<file path="config.mk">
export PLATFORM = sky130hd
export DESIGN_NAME = rns_floor_q_to_bba
export DESIGN_NICKNAME = d
export VERILOG_FILES = /design/src/rtl/rns_floor_q_to_bba_pkg.sv /design/src/rtl/fastBConv.sv /design/src/rtl/rns_floor_q_to_bba.sv
export SDC_FILE = /design/constraint.sdc
export NUM_CORES = 1
export LEC_CHECK = 0
export ABC_AREA = 1
export CAP_MARGIN = 30
export CORE_MARGIN = 10
export CORE_UTILIZATION = 70
export CTS_BUF_LIST = sky130_fd_sc_hd__clkbuf_4 sky130_fd_sc_hd__clkbuf_8
export DETAILED_ROUTE_END_ITERATION = 10
export PLACE_DENSITY = 0.94
export SLEW_MARGIN = 40
export SYNTH_ARGS = -nofsm -noshare
export SYNTH_HDL_FRONTEND = slang
export SYNTH_SLANG_ARGS = --single-unit
</file>
<file path="constraint.sdc">
create_clock -name clk -period 17.6 [get_ports clk]
set_clock_uncertainty 0.15 [all_clocks]
set_input_delay 3.52 -clock clk [delete_from_list [all_inputs] [get_ports clk]]
set_output_delay 3.52 -clock clk [all_outputs]
set_load 0.02 [all_outputs]
</file>
<file path="src/rtl/rns_floor_q_to_bba_pkg.sv">
// +--------------------------------------------------------------------------+
// | rns_floor_q_to_bba_pkg : bases, BEHZ constants and modular helpers        |
// | Rev 1.0                                                                  |
// +--------------------------------------------------------------------------+
`default_nettype none

package rns_floor_q_to_bba_pkg;

  localparam int N_SLOTS        = 1;
  localparam int RNS_PRIME_BITS = 5;
  localparam int q_BASIS_LEN    = 2;
  localparam int B_BASIS_LEN    = 2;
  localparam int Ba_BASIS_LEN   = 1;
  localparam int BBa_BASIS_LEN  = B_BASIS_LEN + Ba_BASIS_LEN;
  localparam int QBBA_LEN       = q_BASIS_LEN + BBa_BASIS_LEN;

  typedef logic [RNS_PRIME_BITS-1:0]       rns_residue_t;
  typedef logic [2*RNS_PRIME_BITS-1:0]     wide_rns_residue_t;
  typedef logic signed [RNS_PRIME_BITS:0]  rns_diff_t;

  typedef enum logic [1:0] {
    ST_IDLE  = 2'd0,
    ST_SCALE = 2'd1,
    ST_CONV  = 2'd2,
    ST_CORR  = 2'd3
  } state_t;

  localparam rns_residue_t PLAINTEXT_T = 5'd3;

  // Index 0 is the rightmost element of each concatenation.
  localparam rns_residue_t [q_BASIS_LEN-1:0]   q_BASIS      = {5'd11, 5'd7};
  localparam rns_residue_t [BBa_BASIS_LEN-1:0] BBa_BASIS    = {5'd19, 5'd17, 5'd13};
  localparam rns_residue_t [q_BASIS_LEN-1:0]   z_MOD_q      = {5'd8, 5'd2};
  localparam rns_residue_t [BBa_BASIS_LEN-1:0] qinv_MOD_BBa = {5'd1, 5'd2, 5'd12};
  localparam rns_residue_t [BBa_BASIS_LEN-1:0][q_BASIS_LEN-1:0] y_q_TO_BBa =
    {5'd7, 5'd11, 5'd7, 5'd11, 5'd7, 5'd11};

  function automatic rns_residue_t mulmod(input rns_residue_t a,
                                          input rns_residue_t b,
                                          input rns_residue_t m);
    wide_rns_residue_t prod;
    prod = wide_rns_residue_t'(a) * wide_rns_residue_t'(b);
    return rns_residue_t'(prod % wide_rns_residue_t'(m));
  endfunction

  function automatic rns_residue_t addmod(input rns_residue_t a,
                                          input rns_residue_t b,
                                          input rns_residue_t m);
    logic [RNS_PRIME_BITS:0] s;
    s = {1'b0, a} + {1'b0, b};
    if (s >= {1'b0, m}) s = s - {1'b0, m};
    return rns_residue_t'(s);
  endfunction

  function automatic rns_residue_t submod(input rns_residue_t a,
                                          input rns_residue_t b,
                                          input rns_residue_t m);
    rns_diff_t d;
    d = $signed({1'b0, a}) - $signed({1'b0, b});
    if (d < 0) d = d + $signed({1'b0, m});
    return rns_residue_t'(d);
  endfunction

endpackage

`default_nettype wire

</file>
<file path="src/rtl/fastBConv.sv">
// +--------------------------------------------------------------------------+
// | fastBConv : fast base conversion q -> BBa with a LATENCY-deep pipeline    |
// | Rev 1.0                                                                  |
// +--------------------------------------------------------------------------+
`default_nettype none

module fastBConv
  import rns_floor_q_to_bba_pkg::*;
#(
  parameter int LATENCY = 2
) (
  input  logic         clk,
  input  logic         reset,
  input  logic         in_valid,
  input  rns_residue_t in_poly  [N_SLOTS][q_BASIS_LEN],
  output logic         out_valid,
  output rns_residue_t out_poly [N_SLOTS][BBa_BASIS_LEN]
);

  rns_residue_t     scaled_w [N_SLOTS][q_BASIS_LEN];
  rns_residue_t     conv_w   [N_SLOTS][BBa_BASIS_LEN];
  rns_residue_t     pipe_d   [LATENCY][N_SLOTS][BBa_BASIS_LEN];
  rns_residue_t     pipe_q   [LATENCY][N_SLOTS][BBa_BASIS_LEN];
  logic [LATENCY-1:0] vld_d, vld_q;

  // conv[j] = sum_i ([x_i * z_i]_qi * (q/q_i)) mod m_j, no q-overflow correction
  always_comb begin
    for (int k = 0; k < N_SLOTS; k++) begin
      for (int i = 0; i < q_BASIS_LEN; i++)
        scaled_w[k][i] = mulmod(in_poly[k][i], z_MOD_q[i], q_BASIS[i]);
      for (int j = 0; j < BBa_BASIS_LEN; j++) begin
        conv_w[k][j] = '0;
        for (int i = 0; i < q_BASIS_LEN; i++)
          conv_w[k][j] = addmod(conv_w[k][j],
                                mulmod(scaled_w[k][i], y_q_TO_BBa[j][i], BBa_BASIS[j]),
                                BBa_BASIS[j]);
      end
    end
  end

  always_comb begin
    pipe_d[0] = conv_w;
    vld_d[0]  = in_valid;
    for (int s = 1; s < LATENCY; s++) begin
      pipe_d[s] = pipe_q[s-1];
      vld_d[s]  = vld_q[s-1];
    end
  end

  always_ff @(posedge clk) begin
    if (reset) begin
      vld_q  <= '0;
      pipe_q <= '{default: '0};
    end else begin
      vld_q  <= vld_d;
      pipe_q <= pipe_d;
    end
  end

  assign out_valid = vld_q[LATENCY-1];
  assign out_poly  = pipe_q[LATENCY-1];

endmodule

`default_nettype wire

</file>
<file path="src/rtl/rns_floor_q_to_bba.sv">
// +--------------------------------------------------------------------------+
// | rns_floor_q_to_bba : BEHZ scale-and-floor, q u BBa -> BBa (~floor(tx/q))  |
// | Rev 1.0                                                                  |
// +--------------------------------------------------------------------------+
`default_nettype none

module rns_floor_q_to_bba
  import rns_floor_q_to_bba_pkg::*;
#(
  parameter int CONV_LAT = 2
) (
  input  logic         clk,
  input  logic         reset,
  input  logic         in_valid,
  output logic         in_ready,
  input  rns_residue_t input_RNSpoly  [N_SLOTS][QBBA_LEN],
  output logic         out_valid,
  output rns_residue_t output_RNSpoly [N_SLOTS][BBa_BASIS_LEN]
);

  localparam int CNT_W = $clog2(CONV_LAT + 1);

  state_t             state_d, state_q;
  rns_residue_t       x_d        [N_SLOTS][QBBA_LEN];
  rns_residue_t       x_q        [N_SLOTS][QBBA_LEN];
  rns_residue_t       scaled_d   [N_SLOTS][q_BASIS_LEN];
  rns_residue_t       scaled_q   [N_SLOTS][q_BASIS_LEN];
  rns_residue_t       conv_res_d [N_SLOTS][BBa_BASIS_LEN];
  rns_residue_t       conv_res_q [N_SLOTS][BBa_BASIS_LEN];
  rns_residue_t       out_d      [N_SLOTS][BBa_BASIS_LEN];
  rns_residue_t       out_q      [N_SLOTS][BBa_BASIS_LEN];
  logic               conv_start_d, conv_start_q;
  logic               out_valid_d, out_valid_q;
  logic [CNT_W-1:0]   cnt_d, cnt_q;

  logic               conv_out_valid;
  rns_residue_t       conv_out [N_SLOTS][BBa_BASIS_LEN];

  fastBConv #(
    .LATENCY (CONV_LAT)
  ) u_fastbconv (
    .clk       (clk),
    .reset     (reset),
    .in_valid  (conv_start_q),
    .in_poly   (scaled_q),
    .out_valid (conv_out_valid),
    .out_poly  (conv_out)
  );

  always_comb begin
    state_d      = state_q;
    x_d          = x_q;
    scaled_d     = scaled_q;
    conv_res_d   = conv_res_q;
    out_d        = out_q;
    cnt_d        = cnt_q;
    conv_start_d = 1'b0;
    out_valid_d  = 1'b0;

    case (state_q)
      ST_IDLE: begin
        if (in_valid) begin
          x_d     = input_RNSpoly;
          state_d = ST_SCALE;
        end
      end

      ST_SCALE: begin
        for (int k = 0; k < N_SLOTS; k++)
          for (int i = 0; i < q_BASIS_LEN; i++)
            scaled_d[k][i] = mulmod(x_q[k][i], PLAINTEXT_T, q_BASIS[i]);
        conv_start_d = 1'b1;
        cnt_d        = '0;
        state_d      = ST_CONV;
      end

      ST_CONV: begin
        if (cnt_q != CNT_W'(CONV_LAT)) cnt_d = cnt_q + 1'b1;
        if (conv_out_valid) begin
          conv_res_d = conv_out;
          state_d    = ST_CORR;
        end
      end

      ST_CORR: begin
        // out = ((t*x mod m_j) - conv) * q^-1 mod m_j
        for (int k = 0; k < N_SLOTS; k++)
          for (int j = 0; j < BBa_BASIS_LEN; j++)
            out_d[k][j] = mulmod(
                submod(mulmod(x_q[k][q_BASIS_LEN+j], PLAINTEXT_T, BBa_BASIS[j]),
                       conv_res_q[k][j], BBa_BASIS[j]),
                qinv_MOD_BBa[j], BBa_BASIS[j]);
        out_valid_d = 1'b1;
        state_d     = ST_IDLE;
      end

      default: state_d = ST_IDLE;
    endcase
  end

  always_ff @(posedge clk) begin
    if (reset) begin
      state_q      <= ST_IDLE;
      x_q          <= '{default: '0};
      scaled_q     <= '{default: '0};
      conv_res_q   <= '{default: '0};
      out_q        <= '{default: '0};
      cnt_q        <= '0;
      conv_start_q <= 1'b0;
      out_valid_q  <= 1'b0;
    end else begin
      state_q      <= state_d;
      x_q          <= x_d;
      scaled_q     <= scaled_d;
      conv_res_q   <= conv_res_d;
      out_q        <= out_d;
      cnt_q        <= cnt_d;
      conv_start_q <= conv_start_d;
      out_valid_q  <= out_valid_d;
    end
  end

  // The converter must answer exactly CONV_LAT cycles after its start pulse.
  always_ff @(posedge clk) begin
    if (!reset && state_q == ST_CONV)
      assert (conv_out_valid == (cnt_q == CNT_W'(CONV_LAT)));
  end

  assign in_ready       = (state_q == ST_IDLE);
  assign out_valid      = out_valid_q;
  assign output_RNSpoly = out_q;

endmodule

`default_nettype wire

</file>
==> impl_metrics.py, run 1 <==
metrics = {
    "cells_and_area": {
        "fin_nets": 2694,
        "fill_cells": 1619,
        "seq_area_um2": 2020,
        "multiInputGateArea_um2": 11500,
        "layout_commonest_cell": "nand2_1",
        "final_area_um2": 16200,
        "area_growth_pct": 6.19,
        "mostFrequentLayoutCells": "nand2_1 (549), inv_1 (412), nor2_1 (207)",
        "n_antenna_cell": 0,
        "drive_gt1_share_pct": 8.79,
    },
    "sta": {
        "min_period_ns": 12.35,
        "setup-violations-final": 0,
        "finalHoldViolCount": 0,
        "fmax_mhz": 81.0,
        "tns_ns": 0,
        "tightest_slew_ns": 0.839,
        "rsz0062_at_grt": "false",
        "maxSlewViolCount": 0,
        "slew_headroom_pct": 43.9,
        "min_period_over_period_pct": 70.2,
    },
    "worst_setup_path": {
        "cpMostUsedCell": "nand2_1",
        "critPathArrivalTime_ns": 12.45,
        "start_kind": "flip-flop",
        "path_class": "flip-flop to flip-flop",
        "cp-end-kind": "flip-flop",
        "critical_path.max_fanout": 12,
        "critical-path-max-stage-delay_ns": 0.53,
        "cpMaxStageDelayCell": "fa_1",
        "cp.required_ns": 17.70,
    },
    "synth": {
        "syn_inst": 2441,
        "netlist_area_um2": 15300,
        "ys_ff_latch": 101,
        "ys.flop_type": "dfxtp_1",
        "synth_warnings": 0,
        "syn_area_per_cell_um2": 6.27,
        "yosysUniqueCellTypes": 64,
        "synth_nets": 2661,
        "async_flop_share_pct": 0,
        "synth_largest_area_cell": "ha_1",
        "seq_area_frac_synth_pct": 13.2,
        "netlist.area_leader.share_pct": 14.2,
        "synth_edf_count": 0,
        "synth.top_cells.by_area": "ha_1 (14%), nand2_1 (13%), dfxtp_1 (13%), inv_1 (10%), xor2_1 (7.1%)",
    },
    "placement": {
        "placedInstanceArea_um2": 16000,
        "gp_congestion": 0.891,
        "io_buffers": 44,
        "dpl.hpwl_mm": 27.5,
    },
    "min_path": {
        "hold_path_class": "flip-flop to flip-flop",
    },
    "cts": {
        "cts_max_path_buffers": 2,
        "clk_pin_slew_ns": 0.12,
        "clk_latency_ns": 0.39,
        "tritoncts": "built",
        "post_cts_buffers": 0,
        "cts_buffers": 9,
        "htreeDepth": 3,
        "cts_hold_buffers": 0,
        "cts.repair.resized": 0,
        "ctsRootBufferMaster": "clkbuf_8",
        "cts_sinks": 101,
    },
    "floorplanning": {
        "ios": 45,
        "die_width_um": 168,
        "die_h_um": 168,
        "initial_core_util_pct": 70.5,
        "coreArea_um2": 21700,
        "rows": 54,
        "dieArea_um2": 28200,
    },
    "detailed_routing": {
        "drtAntennaViolNets": 0,
        "drt-initial-drc-count": 1162,
        "viasPerCell": 5.56,
        "drc_errors": 0,
        "drt_pass1_iterations": 7,
        "wl_per_cell_um": 12.6,
        "num_vias": 15400,
        "routed_wl_mm": 34.7,
    },
    "grt": {
        "track_usage_pct": 23.8,
        "grt_pass1_vias": 14600,
        "grt_pass1_wl_mm": 61.0,
        "gr-total-overflow": 0,
        "grt_max_degree": 47,
        "antenna_found_initial": 0,
    },
    "status": {
        "status": "finished, final reports clean",
    },
    "job": {
        "cap_violations": 0,
    },
}
==> metal layers <==
metal  track usage [%]  vias to the layer above  share of wire (%)
li1                  -                     7853                  -
met1              27.5                     7036                 43
met2              45.0                      390                 51
met3              1.79                       73                4.0
met4              7.83                        0                2.2
met5                 0                        -                  0
==> kinds of logic (layout without fill, tap and decap cells) <==
group,count (synthesis),in the layout,synth area share (%)
AOI/OAI and AO/OA,361,361,13.3
xor gates and xnor gates,171,171,10.2
adders and majority gates,192,192,16.6
buffers and inverters,464,502,11.4
DFF,101,101,13.2
muxes,3,3,0.204
and+or+nand+nor,1149,1149,35.1
==> layout make-up <==
type                            instances  share of cell area [%]
Sequential cell                       101                    12.4
Inverter                              439                    10.1
Clock buffer                            9                   0.763
Timing Repair Buffer                   47                    2.85
Clock inverter                          7                   0.655
Tap cell                              280                    2.16
Multi-Input combinational cell       1876                    71.0
==> sequential cells by signal (all words and copies together), names as in the netlist, 2 cells and up <==
register	count
state_q	2
scaled_q	10
x_q	25
u_fastbconv.pipe_d	15
output_RNSpoly	15
u_fastbconv.out_poly	15
conv_res_q	15
u_fastbconv.vld_q	2
==> metrics by stage <==
step	util [%]	hold WS (ns)	worst slack, ns	std cells
2_1_floorplan	-	0.238	7.43	2441
3_3_place_gp	73.8	0.241	6.63	2743
3_5_place_dp	73.8	0.247	5.81	2743
4_1_cts	74.9	0.249	5.58	2759
5_1_grt	74.9	0.263	4.28	2759
6_report	74.9	0.246	5.25	2759
==> cell usage after synthesis, types with 14 or more instances <==
cell type	number
nand2_1	549
inv_1	412
nor2_1	207
ha_1	174
nand3_1	154
a21oi_1	140
o21ai_0	126
xor2_1	124
dfxtp_1	101
nand2_2	81
nand4_1	43
xnor2_1	42
o21ai_1	24
clkbuf_1	23
inv_2	23
nor3_1	19
fa_1	18
nand2_4	18
nand3_2	17
nor2_2	14
==> worst paths after layout <==
check / start / slack [ns] / end / depth (start not counted)
min reg2reg: u_fastbconv.pipe_d[2] / 0.25 / u_fastbconv.out_poly[2] / 2
max reg2reg: scaled_q[1] / 5.25 / u_fastbconv.pipe_d[12] / 71
max: scaled_q[1] / 5.25 / u_fastbconv.pipe_d[12] / 71
min: u_fastbconv.pipe_d[2] / 0.25 / u_fastbconv.out_poly[2] / 2
==> critical path, delay by kind of cell, from the launching register on <==
| kind | cells | cell delay, ns |
|---|---|---|
| simple gates | 29 | 3.54 |
| fa+ha+maj | 8 | 2.56 |
| compound gates | 13 | 2.48 |
| xor+xnor | 7 | 1.96 |
| buf+inv | 14 | 1.13 |
| flops | 1 | 0.42 |
Power of run 1 is not shown: default switching activity piles up to over one toggle a cycle in this logic, so the estimate is an artifact.
==> run 2, diff against run 1 <==
--- a/config.mk
+++ b/config.mk
@@ -8,10 +8,10 @@
 export ABC_AREA = 1
 export CAP_MARGIN = 30
 export CORE_MARGIN = 10
-export CORE_UTILIZATION = 70
+export CORE_UTILIZATION = 59
 export CTS_BUF_LIST = sky130_fd_sc_hd__clkbuf_4 sky130_fd_sc_hd__clkbuf_8
 export DETAILED_ROUTE_END_ITERATION = 10
-export PLACE_DENSITY = 0.94
+export PLACE_DENSITY = 0.85
 export SLEW_MARGIN = 40
 export SYNTH_ARGS = -nofsm -noshare
 export SYNTH_HDL_FRONTEND = slang
==> constraint.sdc (replaced) <==
create_clock -name clk -period 10.27 [get_ports clk]
set_clock_uncertainty 0.15 [all_clocks]
set_input_delay 2.054 -clock clk [delete_from_list [all_inputs] [get_ports clk]]
set_output_delay 2.054 -clock clk [all_outputs]
set_load 0.02 [all_outputs]
==> impl_metrics.py, run 2 (synthesized netlist as in run 1, its figures left out) <==
metrics = {
    "sta": {
        "timing.final.ws_setup_ns": -0.262,
        "fmax_mhz": 95.0,
        "tightest_slew_ns": 0.590,
        "hold-worst-slack_ns": 0.249,
        "slew_headroom_pct": 60.3,
        "min_period_over_period_pct": 103,
        "setup-violations-final": 13,
        "maxSlewViolCount": 0,
        "min_period_ns": 10.53,
        "finalHoldViolCount": 0,
    },
    "floorplanning": {
        "die_h_um": 181,
        "ios": 45,
        "initial_core_util_pct": 60.4,
        "dieArea_um2": 32800,
        "rows": 58,
        "coreArea_um2": 25300,
        "die_width_um": 181,
    },
    "cts": {
        "cts_sinks": 101,
        "clk_pin_slew_ns": 0.14,
        "htreeDepth": 3,
        "clk_latency_ns": 0.41,
        "cts_max_path_buffers": 2,
        "cts_buffers": 9,
        "ctsRootBufferMaster": "clkbuf_8",
        "tritoncts": "built",
    },
    "detailed_routing": {
        "drt-initial-drc-count": 1490,
        "num_vias": 16800,
        "wl_per_cell_um": 15.3,
        "drt_pass1_iterations": 9,
        "drc_errors": 0,
        "routed_wl_mm": 45.3,
        "viasPerCell": 5.68,
        "drtAntennaViolNets": 0,
    },
    "cells_and_area": {
        "n_antenna_cell": 0,
        "fin_cells": 2962,
        "utilization_pct": 75.9,
        "fin_nets": 2847,
        "area_growth_pct": 25.7,
        "multiInputGateArea_um2": 13200,
        "mostFrequentLayoutCells": "nand2_1 (482), inv_1 (373), nor2_1 (170)",
        "seq_area_um2": 2040,
        "top_register": "x_q",
        "layout_commonest_cell": "nand2_1",
        "final_area_um2": 19200,
        "fill_cells": 1658,
        "drive_gt1_share_pct": 25.9,
        "largest_reg_flops": 25,
    },
    "worst_setup_path": {
        "cp.required_ns": 10.49,
        "cp-end-kind": "flip-flop",
        "path_class": "flip-flop to flip-flop",
        "reg2reg_from": "x_q[12]",
        "r2r_slack_ns": -0.26,
        "critical_path.max_fanout": 7,
        "critPathArrivalTime_ns": 10.75,
        "cpMaxStageDelayCell": "fa_2",
        "start_kind": "flip-flop",
        "crit_start": "x_q[12]",
        "path_buf_inv": 11,
        "worstReg2RegEnd": "output_RNSpoly[11]",
        "path_depth": 70,
        "r2r_cells": 70,
        "cp_top_family": "simple AND/OR/NAND/NOR gates",
        "endpoint": "output_RNSpoly[11]",
        "critical-path-max-stage-delay_ns": 0.48,
        "cpMostUsedCell": "nand2_2",
    },
    "grt": {
        "antenna_found_initial": 0,
        "track_usage_pct": 20.9,
        "grt_max_degree": 54,
        "grt_pass1_vias": 14500,
        "gr-total-overflow": 0,
        "grt_pass1_wl_mm": 61.9,
    },
    "status": {
        "violations": "negative setup slack",
        "status": "finished with violations",
    },
    "placement": {
        "dpl.hpwl_mm": 27.6,
        "dp_cells": 2838,
        "gp_congestion": 0.927,
        "placedInstanceArea_um2": 16400,
        "io_buffers": 44,
    },
    "min_path": {
        "hold_path_class": "flip-flop to flip-flop",
    },
    "job": {
        "cap_violations": 0,
    },
}
run 2: repair_timing:
item	4_1_cts	5_1_grt
pin swaps	12	169
setup buffers	8	100
setup endpoints to repair	19	20
gates resized for setup	56	374
hold buffers	0	0
run 2: per-layer routing:
| layer | track usage (%) | vias to the layer above | part of all wire (%) |
|---|---|---|---|
| met2 | 39.3 | 699 | 51 |
| met1 | 24.9 | 7799 | 40 |
| met5 | 0 | - | 0 |
| li1 | - | 8124 | - |
| met4 | 5.66 | 0 | 4.0 |
| met3 | 1.42 | 188 | 5.0 |
run 2: worst min-delay path by stage:
stage / start / end / slack, ns / cells after the start
4_1_cts: u_fastbconv.pipe_d[6] / u_fastbconv.out_poly[6] / 0.25 / 2
5_1_grt: u_fastbconv.pipe_d[6] / u_fastbconv.out_poly[6] / 0.27 / 2
6_report: u_fastbconv.pipe_d[6] / u_fastbconv.out_poly[6] / 0.25 / 2
3_3_place_gp: u_fastbconv.pipe_d[0] / u_fastbconv.out_poly[0] / 0.24 / 2
3_5_place_dp: u_fastbconv.pipe_d[2] / u_fastbconv.out_poly[2] / 0.24 / 2
2_1_floorplan: u_fastbconv.pipe_d[0] / u_fastbconv.out_poly[0] / 0.24 / 2
run 2: worst min-delay path: stages, from the launching register on:
cell and delay, ns:
dfxtp_1 0.31, inv_1 0.04, nor2_1 0.03
run 2: area by class of cell:
class / count / area share, %
flip-flops and latches: 101 / 10.6
multi-input cells: 1876 / 68.6
inverters: 439 / 8.66
repair buffers: 200 / 8.65
well taps: 330 / 2.15
clock inverters: 7 / 0.670
clock buffers: 9 / 0.644
run 2: through the flow:
stage	setup WS (ns)	TNS (ns)
finish	-0.262	-1.44
floorplan	0.0963	0
CTS	0.00832	0
global route	-0.698	-11.75
global placement	-0.191	-0.743
detailed placement	-0.475	-6.14
Power of run 2 is left out for the same reason.
